<file path="src/rtl/palette_cycler.sv">
// palette_cycler: writable colour palette with a rotating band of entries.
// A colour index is remapped through the current rotation phase (stage 1),
// then looked up in the palette (stage 2), so RGB appears exactly two cycles
// after the request. The rotation phase advances one slot every
// FRAMES_PER_STEP frame ticks while cycling is enabled. Stored colours never
// move; only the index-to-entry mapping inside the band changes.
//
// Handshake: pix_valid qualifies pix_index in the same cycle. There is no
// ready; the pipeline accepts one pixel per cycle and never stalls.
// rgb_valid is pix_valid delayed by two cycles. The colour outputs are
// forced to zero in every cycle where rgb_valid is low.
module palette_cycler #(
    parameter int IDX_W           = 3,
    parameter int COLOR_W         = 4,
    parameter int CYC_LO          = 1,
    parameter int CYC_HI          = 5,
    parameter int FRAMES_PER_STEP = 8,
    parameter logic [(2**IDX_W)*3*COLOR_W-1:0] DEFAULT_PAL =
        96'h07D_420_9CE_000_860_3AF_EFE_554
) (
    input  logic                 Clk,
    input  logic                 Reset,
    input  logic                 frame_tick,
    input  logic                 cycle_en,
    input  logic                 pix_valid,
    input  logic [IDX_W-1:0]     pix_index,
    input  logic                 wr_en,
    input  logic [IDX_W-1:0]     wr_addr,
    input  logic [3*COLOR_W-1:0] wr_data,
    output logic [COLOR_W-1:0]   red,
    output logic [COLOR_W-1:0]   green,
    output logic [COLOR_W-1:0]   blue,
    output logic                 rgb_valid,
    output logic [(((CYC_HI-CYC_LO+1) > 1) ? $clog2(CYC_HI-CYC_LO+1) : 1)-1:0] phase
);

    localparam int N     = 2**IDX_W;
    localparam int RGB_W = 3*COLOR_W;
    localparam int BAND  = CYC_HI - CYC_LO + 1;
    localparam int PH_W  = (BAND > 1) ? $clog2(BAND) : 1;
    localparam int FC_W  = (FRAMES_PER_STEP > 1) ? $clog2(FRAMES_PER_STEP) : 1;

    localparam logic [PH_W-1:0] PH_LAST = PH_W'(BAND - 1);
    localparam logic [FC_W-1:0] FC_LAST = FC_W'(FRAMES_PER_STEP - 1);

    // Remap arithmetic runs one bit wider than the index so that
    // offset + phase (always < 2*BAND <= 2*N) cannot overflow.
    localparam logic [IDX_W:0] LO_X   = (IDX_W+1)'(CYC_LO);
    localparam logic [IDX_W:0] HI_X   = (IDX_W+1)'(CYC_HI);
    localparam logic [IDX_W:0] BAND_X = (IDX_W+1)'(BAND);

    logic [RGB_W-1:0] pal [N];
    logic [FC_W-1:0]  fcnt;

    logic             s1_valid;
    logic [IDX_W-1:0] s1_phys;
    logic [RGB_W-1:0] rgb_q;

    logic [IDX_W:0]   idx_x;
    logic [IDX_W:0]   ph_x;
    logic [IDX_W:0]   off_x;
    logic [IDX_W:0]   sum_x;
    logic [IDX_W:0]   mod_x;
    logic [IDX_W:0]   phys_x;
    logic             in_band;
    logic [IDX_W-1:0] phys;

    // Frame counter and rotation phase; both freeze while cycle_en is low.
    always_ff @(posedge Clk) begin
        if (Reset) begin
            fcnt  <= '0;
            phase <= '0;
        end else if (frame_tick && cycle_en) begin
            if (fcnt == FC_LAST) begin
                fcnt  <= '0;
                phase <= (phase == PH_LAST) ? '0 : phase + 1'b1;
            end else begin
                fcnt <= fcnt + 1'b1;
            end
        end
    end

    // Index remap: rotate inside the band using compare-and-subtract as the mod.
    always_comb begin
        idx_x   = {1'b0, pix_index};
        ph_x    = (IDX_W+1)'(phase);
        in_band = (idx_x >= LO_X) && (idx_x <= HI_X);
        off_x   = idx_x - LO_X;
        sum_x   = off_x + ph_x;
        mod_x   = (sum_x >= BAND_X) ? (sum_x - BAND_X) : sum_x;
        phys_x  = mod_x + LO_X;
        phys    = in_band ? phys_x[IDX_W-1:0] : pix_index;
    end

    // Stage 1: register the physical entry address and its valid bit.
    always_ff @(posedge Clk) begin
        if (Reset) begin
            s1_valid <= 1'b0;
            s1_phys  <= '0;
        end else begin
            s1_valid <= pix_valid;
            s1_phys  <= phys;
        end
    end

    // Palette storage: reset reloads the defaults (entry 0 in the top bits);
    // a write lands on the same edge as any read, which still sees the old value.
    always_ff @(posedge Clk) begin
        if (Reset) begin
            for (int i = 0; i < N; i++) begin
                pal[i] <= DEFAULT_PAL[(N-1-i)*RGB_W +: RGB_W];
            end
        end else if (wr_en) begin
            pal[wr_addr] <= wr_data;
        end
    end

    // Stage 2: palette read, colour forced to zero for empty slots.
    always_ff @(posedge Clk) begin
        if (Reset) begin
            rgb_valid <= 1'b0;
            rgb_q     <= '0;
        end else begin
            rgb_valid <= s1_valid;
            rgb_q     <= s1_valid ? pal[s1_phys] : '0;
        end
    end

    assign red   = rgb_q[3*COLOR_W-1 -: COLOR_W];
    assign green = rgb_q[2*COLOR_W-1 -: COLOR_W];
    assign blue  = rgb_q[COLOR_W-1   -: COLOR_W];

endmodule

</file>
<file path="config.mk">
export PLATFORM = sky130hd
export DESIGN_NAME = palette_cycler
export DESIGN_NICKNAME = d
export VERILOG_FILES = /design/src/rtl/palette_cycler.sv
export SDC_FILE = /design/constraint.sdc
export NUM_CORES = 1
export LEC_CHECK = 0
export CAP_MARGIN = 40
export CORE_ASPECT_RATIO = 0.7
export CORE_UTILIZATION = 63
export DETAILED_ROUTE_END_ITERATION = 6
export GPL_TIMING_DRIVEN = 0
export HOLD_SLACK_MARGIN = 0.12
export PLACE_DENSITY = 0.85
export SLEW_MARGIN = 10
export SYNTH_ARGS = -nofsm -noshare
export SYNTH_HDL_FRONTEND = slang
export SYNTH_SLANG_ARGS = --single-unit
</file>
<file path="constraint.sdc">
create_clock -name Clk -period 4.5 [get_ports Clk]
set_input_delay 0.9 -clock Clk [delete_from_list [all_inputs] [get_ports Clk]]
set_output_delay 0.9 -clock Clk [all_outputs]
set_load 0.01 [all_outputs]
</file>
# After elaboration in Yosys (flattened, before gate mapping)
# Memories as Yosys holds them, arrays and structs flattened. A register that Yosys moved wholly into a read port is not among the register bits.
# Cells that the tools add are included.
# W data, S select, Z words.
# word_totals
ff_bits	11
latch_bits	0
ramBits	96
romBits	0
input_bits	24
out_inout_bits	16
elab_cells	35
memories	1
# classes
addsub	6
n_mul	0
div_mod_pow	0
n_lt_le_gt_ge	3
n_eq_ne	2
shift	0
muxes	12
n_bitwise	1
reduce_logical	5
# memory_table
name	words	word_bits	read_ports	rd_ports_with_merged_regs	wr	line_no	text
pal	8	12	1	1	8	52	logic [RGB_W-1:0] pal [N];
# op_table
operator	n
$mux W3	5
$mux W12	1
$reduce_or A12 Y1	1
$add A3 B1 Y3 const B	3
$eq A3 B3 Y1 const B	2
$mux W1	6
$add A4 B3 Y4	1
$ge A4 B3 Y1 const B	1
$sub A3 B1 Y4 const B	1
$ge A3 B1 Y1 const B	1
$le A3 B3 Y1 const B	1
$sub A3 B3 Y3 const B	1
$logic_and A1 B1 Y1	2
$reduce_and A2 Y1	1
$reduce_or A2 Y1	1
$not A1 Y1	1

# Depth between registers and ports, before layout
# Gate-level depths: netlist of the first run.
# logic_depth
word_depth	6
depth_mapped	14
mapped_depth_nobuf	14

# Worst setup path before layout of the first run
# OpenSTA, ideal clock, no wires.
# synth_timing
path_type	input -> register
startpoint	input pix_index[1]
endpoint	register s1_phys[2]
arrival_ns	2.889
required_time_ns	4.376
setup_slack_ns	1.487
cell_stages	12
path_buffers	0
cell_sequence	inv_1 > ha_1 > inv_1 > ha_1 > fa_1 > xor2_1 > a21oi_1 > o21ai_0 > ha_1 > xnor2_1 > xnor2_1 > a21boi_0
# synth_via
elab_chain_cells	6
elab_cells_between_ends	10
classes_between	4 x add/sub; 3 x order compare; 2 x mux; 1 x reduce/logical
# synth_lines
item	line_no	text
from (decl)	26	input logic [IDX_W-1:0] pix_index,
$sub A3 B1 Y4	88	off_x = idx_x - LO_X;
$add A4 B3 Y4	89	sum_x = off_x + ph_x;
$ge A4 B3 Y1 or $sub A3 B3 Y3 (tied branches)	90	mod_x = (sum_x >= BAND_X) ? (sum_x - BAND_X) : sum_x;
$mux W3	90	
$add A3 B1 Y3	91	phys_x = mod_x + LO_X;
$mux W3 *	92	phys = in_band ? phys_x[IDX_W-1:0] : pix_index;
to (signal assigned)	102	s1_phys <= phys;
to (decl)	56	logic [IDX_W-1:0] s1_phys;
# Mark *: on every way between the ends. The rest lies on a longest branch, timed or not.
# A chain may end at the register's enable or synchronous reset.

# Worst setup path after layout of the first run
# Ends and elaborated chain as after synthesis.

==> impl_metrics.ini, run 1 <==
[setup_path]
end_kind = register
timing.rr.start = phase[1]
ff2ff_path_depth = 12
cp.required_ns = 4.79
startpoint_type = input port
worstPathMaxFanout = 5
worstReg2RegEnd = s1_phys[2]
ff2ff_setup_slack_ns = 1.80
worstSetupPathType = in2reg
arrival_ns = 3.64

[synth]
synth.net_count = 396
synthCells = 360
postSynthAreaPerCell_um2 = 14.90
yosys_register_bits = 119
ys_seq_area_share_pct = 62.33
ys_top_cells_by_area = edfxtp_1 (54%), dfxtp_1 (8.6%), and2_1 (6.5%)
synth_top_cell_by_area = edfxtp_1
yosysTopAreaCellShare_pct = 53.74
synth_area_mm2 = 0.005364
yosysWarnings = 0
synthDistinctLibCells = 38

[timing]
period_minus_slack_ns = 3.349
fin_skew_ns = 0.009513
grt_setup_unrepaired = no
relSlewSlack_pct = 53.47
final.setup.tns_ns = 0
worst_slew_pin_slew_ns = 0.6954
finalCritPeriodShare_pct = 74.43
setup_viol = 0
final_hold_viol_count = 0
fmax_mhz = 298.6
slew_violations = 0

[place]
place_congestion = 0.7992
port_buffers = 39
dp_hpwl_um = 7721
placed_area_mm2 = 0.005881
dp.cells = 500

[route]
via_count = 3298
first_iter_violations = 375
first_pass_iters = 7
ant_nets = 0
viasPerCell = 6.199
post-route-drc-count = 2
routedWlPerCell_um = 22.18
totalWireLength_um = 11800

[clock_network]
clk_pin_slew_worst_paths_ns = 0.05
clkSinkCount = 119
clk_latency_ns = 0.41
cts_setup_buffers = 0
hold_buffers = 0
cts-root-buf = clkbuf_16
cts_tree = built
cts_buffers = 17
cts_resized = 0
clockBufferDepth = 2
cts-htree-levels = 4

[global_routing]
grt_pass1_vias = 3343
grt.total_usage_pct = 29.69
antenna_found_initial = 0
gr-total-overflow = 0
grt_first_pass_wirelength_um = 18400
grt_max_degree = 17

[die]
initial_core_util_pct = 66.71
die_w_um = 112.3
ioPinCount = 40
core.rowCount = 27
die-area_mm2 = 0.008893
core-area_mm2 = 0.008040
chipHeight_um = 79.20

[pwr]
irDropWorstVdd_mv = 0.3155
p_leak_uw = 0.002353
power_per_cell_area_mw_per_mm2 = 450.1

[run_status]
violations = DRC
status = finished, violations left

[job]
drv_cap = 0

[cells_and_area]
layout_common_cells = edfxtp_1 (96), and2_1 (56), clkdlybuf4s50_1 (39)
finalInstanceArea_mm2 = 0.006470
layout_commonest_cell = edfxtp_1
syn2layout_area_growth_pct = 20.62
diodes = 0
final_cell_count_no_fill = 532
nNetsFinal = 454
drive_gt1_share_pct = 16.01

[hold_path]
worstHoldStart = s1_valid
hold_class = reg2reg
holdPathStages = 1
hold-path-endpoint = rgb_valid
## cell usage after synthesis
| cell | instances |
|---|---|
| nand3b_1 | 1 |
| nor3_1 | 3 |
| or3b_4 | 1 |
| buf_4 | 1 |
| nand3_1 | 3 |
| clkbuf_2 | 2 |
| buf_12 | 2 |
| buf_2 | 6 |
| mux4_2 | 14 |
| a21oi_1 | 7 |
| xnor2_1 | 3 |
| nand2_1 | 7 |
| nor3_4 | 1 |
| nor2_1 | 12 |
| mux2i_1 | 2 |
| and2_1 | 56 |
| or3_1 | 32 |
| clkbuf_1 | 6 |
| nor2_2 | 1 |
| or2_2 | 8 |
| inv_1 | 12 |
| o21bai_1 | 1 |
| ha_1 | 11 |
| buf_6 | 2 |
| nor2b_1 | 3 |
| fa_1 | 1 |
| o21ai_0 | 3 |
| a21boi_0 | 1 |
| nand2b_1 | 12 |
| mux4_1 | 10 |
| a211oi_1 | 1 |
| a22o_1 | 12 |
| nor3_2 | 1 |
| xor2_1 | 1 |
| nor3b_1 | 1 |
| dfxtp_1 | 23 |
| edfxtp_1 | 96 |
| nand3b_4 | 1 |
## area by class of cell
cell class                      count  area, µm²
Fill cell                         438       1570
Clock inverter                     11      128.9
Inverter                           12      45.04
Tap cell                          101      126.4
Sequential cell                   119       3343
Buffer                             19      132.6
Multi-Input combinational cell    210       1843
Timing Repair Buffer               39      390.4
Clock buffer                       21      460.4
## sequential cells by signal, summed over array words and instances (netlist names)
signal / count
pal: 96
rgb_q: 12
fcnt: 3
phase: 3
s1_phys: 3
rgb_valid: 1
s1_valid: 1
## power breakdown
| part | total [µW] | internal [µW] | leakage [µW] | switching [µW] |
|---|---|---|---|---|
| Clock | 1340 | 889 | 0.000298 | 451 |
| Sequential | 1280 | 1260 | 0.00113 | 20.5 |
| Combinational | 292 | 143 | 0.000930 | 149 |
## how the worst max path moves through the flow
stage	startpoint	endpoint	slack [ns]
2_1_floorplan	pix_index[1]	s1_phys[2]	1.49
3_3_place_gp	pix_index[1]	s1_phys[2]	0.80
3_5_place_dp	pix_index[1]	s1_phys[2]	0.74
4_1_cts	pix_index[1]	s1_phys[2]	1.14
5_1_grt	pix_index[1]	s1_phys[2]	0.95
6_report	pix_index[1]	s1_phys[2]	1.15
## layer usage
metal,vias up,global-route usage (%),part of all wire (%)
li1,1463,-,-
met1,1639,39.48,41
met2,178,47.89,49
met3,18,8.244,9.2
met4,0,10.13,1.2
met5,-,0,0
## critical path, cell delays in order
cell and delay (ns):
clkdlybuf4s50_1 0.55, inv_1 0.06, ha_1 0.27, inv_1 0.04, ha_1 0.19, fa_1 0.38
xor2_1 0.18, a21oi_1 0.32, o21ai_0 0.14, ha_1 0.22, xnor2_1 0.16, xnor2_1 0.14
a21boi_0 0.10
## cell families (layout without fill, tap and decap cells)
kind of cell | Yosys count | in the layout | share of synthesized area, %
AO/OA/AOI/OAI | 25 | 25 | 3.312
XOR/XNOR | 4 | 4 | 0.6533
adder cells (fa/ha/maj) | 12 | 12 | 2.939
buffers and inverters | 31 | 102 | 3.312
flip-flops | 119 | 119 | 62.33
multiplexers | 26 | 26 | 11.15
AND/OR/NAND/NOR | 143 | 143 | 16.31
## metrics by stage
step	hold slack, ns	worst slack (ns)	total power [µW]	utilization (%)
detailed placement	0.4847	0.7394	1588	73.14
floorplan	0.4406	1.487	1475	-
finish	0.4862	1.151	2912	80.47
global route	0.5139	0.9483	2994	80.47
global placement	0.4481	0.8033	1576	73.14
CTS	0.4912	1.145	2923	80.47
(Power assumes the default switching activity.)
==> run 2, diff against run 1 <==
- CORE_UTILIZATION: 63 -> 58
- PLACE_DENSITY: 0.85 -> 0.79
- clock period: 4.5 -> 3.2 ns (I/O delays scaled with it)
==> impl_metrics.ini, run 2 (synthesis gave the netlist of run 1 again) <==
[setup_path]
worstReg2RegEnd = s1_phys[2]
crit_path_max_incr_delay_ns = 0.55
timing.rr.start = phase[1]
worstPathMaxFanout = 5
slowest_stage = clkdlybuf4s50_1
crit_family = adder cells
worstSetupPathType = in2reg
crit_path_cell_trace = clkdlybuf4s50_1, inv_1, ha_1, inv_1, fa_1, xor2_2, a21oi_2, o21ai_0, ha_1, xnor2_1, xnor2_1, a21boi_0
end_kind = register
arrival_ns = 3.21
ff2ff_path_depth = 12
startpoint_type = input port
timing.critical_path.buf_inv = 3
cp.required_ns = 3.49
ff2ff_setup_slack_ns = 0.51

[route]
first_iter_violations = 270
routedWlPerCell_um = 20.63
via_count = 3194
post-route-drc-count = 0
ant_nets = 0
first_pass_iters = 5
totalWireLength_um = 11350
viasPerCell = 5.807

[pwr]
p_seq_share_pct = 47.7
p_int_uw = 2930
power_per_cell_area_mw_per_mm2 = 589.8
switching_power_uw = 843.6
finalPower_uw = 3774
p_sw_share_pct = 22.35
p_leak_uw = 0.002300
p_comb_share_pct = 10.9
irDropWorstVdd_mv = 0.3834
clockPowerShare_pct = 41.4

[cells_and_area]
final_cell_count_no_fill = 550
filler_cell_count = 565
diodes = 0
drive_gt1_share_pct = 14.19
largest-register = pal
nNetsFinal = 454
finalInstanceArea_mm2 = 0.006399
layout_commonest_cell = edfxtp_1
top_regs = pal: 96 flops, rgb_q: 12 flops
syn2layout_area_growth_pct = 19.29
largest_reg_flops = 96
layout_common_cells = edfxtp_1 (96), and2_1 (56), clkdlybuf4s50_1 (38)

[clock_network]
clockBufferDepth = 2
cts_tree = built
clk_pin_slew_worst_paths_ns = 0.05
clkSinkCount = 119
clk_latency_ns = 0.42
cts_setup_buffers = 0
cts-root-buf = clkbuf_16
cts_buffers = 17
cts-htree-levels = 4

[hold_path]
holdPathStages = 2
hold_class = reg2reg
worstHoldStart = fcnt[2]
hold-path-endpoint = fcnt[2]

[timing]
grt_setup_unrepaired = no
fin_skew_ns = 0.006698
setup_viol = 0
slew_violations = 0
fmax_mhz = 342.9
finalCritPeriodShare_pct = 91.13
relSlewSlack_pct = 60.00
worst_slew_pin_slew_ns = 0.5978
setup_ws_ns = 0.2838
final_hold_viol_count = 0
period_minus_slack_ns = 2.916
final.setup.tns_ns = 0

[die]
ioPinCount = 40
core.rowCount = 28
initial_core_util_pct = 61.49
die_w_um = 116.9
core-area_mm2 = 0.008723
chipHeight_um = 82.46
die-area_mm2 = 0.009643

[global_routing]
grt_pass1_vias = 3145
grt_max_degree = 17
gr-total-overflow = 0
antenna_found_initial = 0
grt_first_pass_wirelength_um = 17310
grt.total_usage_pct = 26.99

[place]
placed_area_mm2 = 0.005904
dp.cells = 519
dp_hpwl_um = 7654
post-place-ws_ns = -0.4080
port_buffers = 39
place_congestion = 0.8586

[run_status]
status = finished, final reports clean

[job]
drv_cap = 0
==> run 2: cell types whose count changed in the layout (fill, tap and decap cells not counted), moves of 2 or more <==
cell and delta:
clkbuf_8 -2, bufinv_16 -3, clkinv_2 -5, clkbuf_1 +3
clkinv_1 +6
==> run 2: repair_timing <==
| action | 4_1_cts | 5_1_grt |
|---|---|---|
| setup endpoints to repair | 1 | 1 |
| hold buffers | 0 | 0 |
| pin swaps | 0 | 0 |
| gates cloned | 0 | 0 |
| resized for setup | 1 | 2 |
==> run 2: per-stage QoR <==
step | hold WS, ns | utilization (%)
after floorplan | 0.4406 | -
after global placement | 0.4485 | 67.69
after detailed placement | 0.4578 | 67.69
after CTS | 0.4643 | 73.24
after global routing | 0.4846 | 73.35
final | 0.4584 | 73.35
==> run 2: cell type report <==
cell class / count / area (µm²) / share of cell area, %
flip-flops and latches: 119 / 3343 / 52.25
multi-input cells: 210 / 1854 / 28.98
repair buffers: 39 / 392.9 / 6.140
well taps: 120 / 150.1 / 2.346
inverters: 12 / 45.04 / 0.7039
clock inverters: 9 / 36.28 / 0.5671
clock buffers: 22 / 444.2 / 6.942
plain buffers: 19 / 132.6 / 2.073
==> run 2: how the worst max path moves through the flow <==
stage | depth (start not counted) | startpoint | slack [ns] | endpoint
after floorplan | 12 | pix_index[1] | 0.45 | s1_phys[2]
after global placement | 13 | pix_index[1] | -0.28 | s1_phys[2]
after detailed placement | 13 | pix_index[1] | -0.41 | s1_phys[2]
after CTS | 14 | pix_index[1] | 0.09 | s1_phys[2]
after global routing | 12 | pix_index[2] | 0.11 | s1_phys[2]
final | 12 | pix_index[2] | 0.28 | s1_phys[2]
==> run 2: per-layer routing <==
metal,vias to the layer above,global-route usage (%),part of all wire (%)
li1,1461,-,-
met1,1570,36.62,43
met2,145,41.66,47
met3,18,7.007,8.5
met4,0,12.03,1.4
met5,-,0,0
==> run 2: worst min-delay path, stage by stage, from the launching register on <==
cell     delay [ns]
dfxtp_1        0.31
nand2_1        0.05
a21oi_1        0.05
==> run 2: power by group through the flow <==
| stage | registers (µW) | clock network (µW) | logic (µW) |
|---|---|---|---|
| 2_1_floorplan | 1820 | 0 | 253 |
| 3_3_place_gp | 1820 | 0 | 398 |
| 3_5_place_dp | 1830 | 0 | 411 |
| 4_1_cts | 1800 | 1570 | 416 |
| 5_1_grt | 1810 | 1640 | 445 |
| 6_report | 1800 | 1560 | 412 |
==> run 3, diff against run 2 <==
--- a/config.mk
+++ b/config.mk
@@ -9,3 +9,3 @@
 export CORE_ASPECT_RATIO = 0.7
-export CORE_UTILIZATION = 58
+export CORE_UTILIZATION = 35
 export DETAILED_ROUTE_END_ITERATION = 6
@@ -13,3 +13,2 @@
 export HOLD_SLACK_MARGIN = 0.12
-export PLACE_DENSITY = 0.79
 export SLEW_MARGIN = 10
==> constraint.sdc (replaced) <==
create_clock -name Clk -period 3.2 [get_ports Clk]
set_input_delay 0.96 -clock Clk [delete_from_list [all_inputs] [get_ports Clk]]
set_output_delay 0.96 -clock Clk [all_outputs]
set_load 0.01 [all_outputs]
==> impl_metrics.ini, run 3 (synthesis gave the netlist of run 1 again) <==
[route]
totalWireLength_um = 12480
routedWlPerCell_um = 19.87
via_count = 3205
post-route-drc-count = 0
first_pass_iters = 5
viasPerCell = 5.104
first_iter_violations = 191
ant_nets = 0

[timing]
fin_skew_ns = 0.008065
final.setup.tns_ns = 0
final_hold_viol_count = 0
fmax_mhz = 326.7
relSlewSlack_pct = 49.90
worst_slew_pin_slew_ns = 0.7487
period_minus_slack_ns = 3.061
slew_violations = 0
finalCritPeriodShare_pct = 95.65
setup_viol = 0

[hold_path]
worstHoldStart = fcnt[2]
hold_class = reg2reg
holdPathStages = 2
hold-path-endpoint = fcnt[2]

[clock_network]
clockBufferDepth = 2
cts_tree = built
hold_buffers = 0
clk_pin_slew_worst_paths_ns = 0.05
clk_latency_ns = 0.41
cts-root-buf = clkbuf_16
cts_buffers = 17
clkSinkCount = 119
cts-htree-levels = 4

[cells_and_area]
drive_gt1_share_pct = 17.55
finalInstanceArea_mm2 = 0.006688
filler_cell_count = 1290
seq_area_mm2 = 0.003343
syn2layout_area_growth_pct = 24.68
top_regs = pal: 96 flops, rgb_q: 12 flops
largest_reg_flops = 96
layout_common_cells = edfxtp_1 (96), and2_1 (56), clkdlybuf4s50_1 (37)
diodes = 0
finish.utilization_pct = 45.14
layout_commonest_cell = edfxtp_1
nNetsFinal = 456
largest-register = pal
multi_input_area_mm2 = 0.001872

[global_routing]
grt_first_pass_wirelength_um = 18920
grt_max_degree = 17
grt.total_usage_pct = 17.10
antenna_found_initial = 0
gr-total-overflow = 0
grt_pass1_vias = 3294

[pwr]
p_leak_uw = 0.002399
finalPower_uw = 4289
irDropWorstVdd_mv = 0.3881
power_per_cell_area_mw_per_mm2 = 641.3

[setup_path]
ff2ff_path_depth = 12
crit_path_max_incr_delay_ns = 0.52
worstReg2RegEnd = s1_phys[2]
worstSetupPathType = in2reg
startpoint_type = input port
timing.rr.start = phase[1]
crit_path_frequent_cell = ha_1
worstPathMaxFanout = 4
cp.required_ns = 3.49
ff2ff_setup_slack_ns = 0.61
crit_path_cell_trace = clkdlybuf4s50_1, inv_1, ha_1, inv_1, ha_1, fa_2, a21oi_4, o21ai_0, ha_1, xnor2_2, xnor2_1, a21boi_0
end_kind = register
timing.critical_path.buf_inv = 3
crit_family = adder cells
slowest_stage = clkdlybuf4s50_1
arrival_ns = 3.35

[place]
port_buffers = 39
placed_area_mm2 = 0.005998
place_congestion = 0.7674
dp_hpwl_um = 8244

[die]
ioPinCount = 40
initial_core_util_pct = 36.21
die-area_mm2 = 0.01583
core.rowCount = 37
die_w_um = 150.0
chipHeight_um = 105.6
core-area_mm2 = 0.01481

[job]
drv_cap = 0

[run_status]
status = finished, final reports clean
## run 3: worst max path at each step
stage / cells past startpoint / end / from
floorplan: 12 / s1_phys[2] / pix_index[1]
global placement: 13 / s1_phys[2] / pix_index[1]
detailed placement: 13 / s1_phys[2] / pix_index[1]
CTS: 12 / s1_phys[2] / pix_index[2]
global route: 15 / s1_phys[2] / pix_index[0]
finish: 12 / s1_phys[2] / pix_index[0]
## run 3: where the power goes
part | switching [µW] | total [µW] | internal [µW]
registers | 25.5 | 1800 | 1770
clock network | 660 | 2060 | 1400
logic | 220 | 430 | 211
## run 3: layer usage
metal / wire length [µm] / GRT usage (%)
met2: 5561 / 24.97
met1: 5956 / 23.82
met3: 809 / 5.325
met4: 153 / 6.205
met5: 0 / 0
## run 3: layout make-up
type | count | share of cell area, %
repair buffers | 41 | 6.080
inverters | 12 | 0.6735
clock buffers | 24 | 7.502
clock inverters | 8 | 2.133
multi-input cells | 210 | 27.99
plain buffers | 19 | 1.983
flip-flops and latches | 119 | 49.99
well taps | 195 | 3.648
## run 3: worst min-delay path, stage by stage, from the launching register on
cell and delay (ns):
dfxtp_1 0.31, nand2_1 0.05, a21oi_1 0.05
## run 3: through the flow
stage | hold slack (ns) | cells | worst slack [ns]
2_1_floorplan | 0.4406 | 360 | 0.1274
3_3_place_gp | 0.4468 | 594 | -0.5863
3_5_place_dp | 0.4597 | 594 | -0.7007
4_1_cts | 0.4669 | 627 | 0.03199
5_1_grt | 0.5013 | 628 | -0.03684
6_report | 0.4587 | 628 | 0.1392
## run 3: what timing repair did
action / CTS / global route
pin swaps: 0 / 1
setup endpoints to repair: 2 / 2
setup buffers: 1 / 1
gates resized for setup: 2 / 5
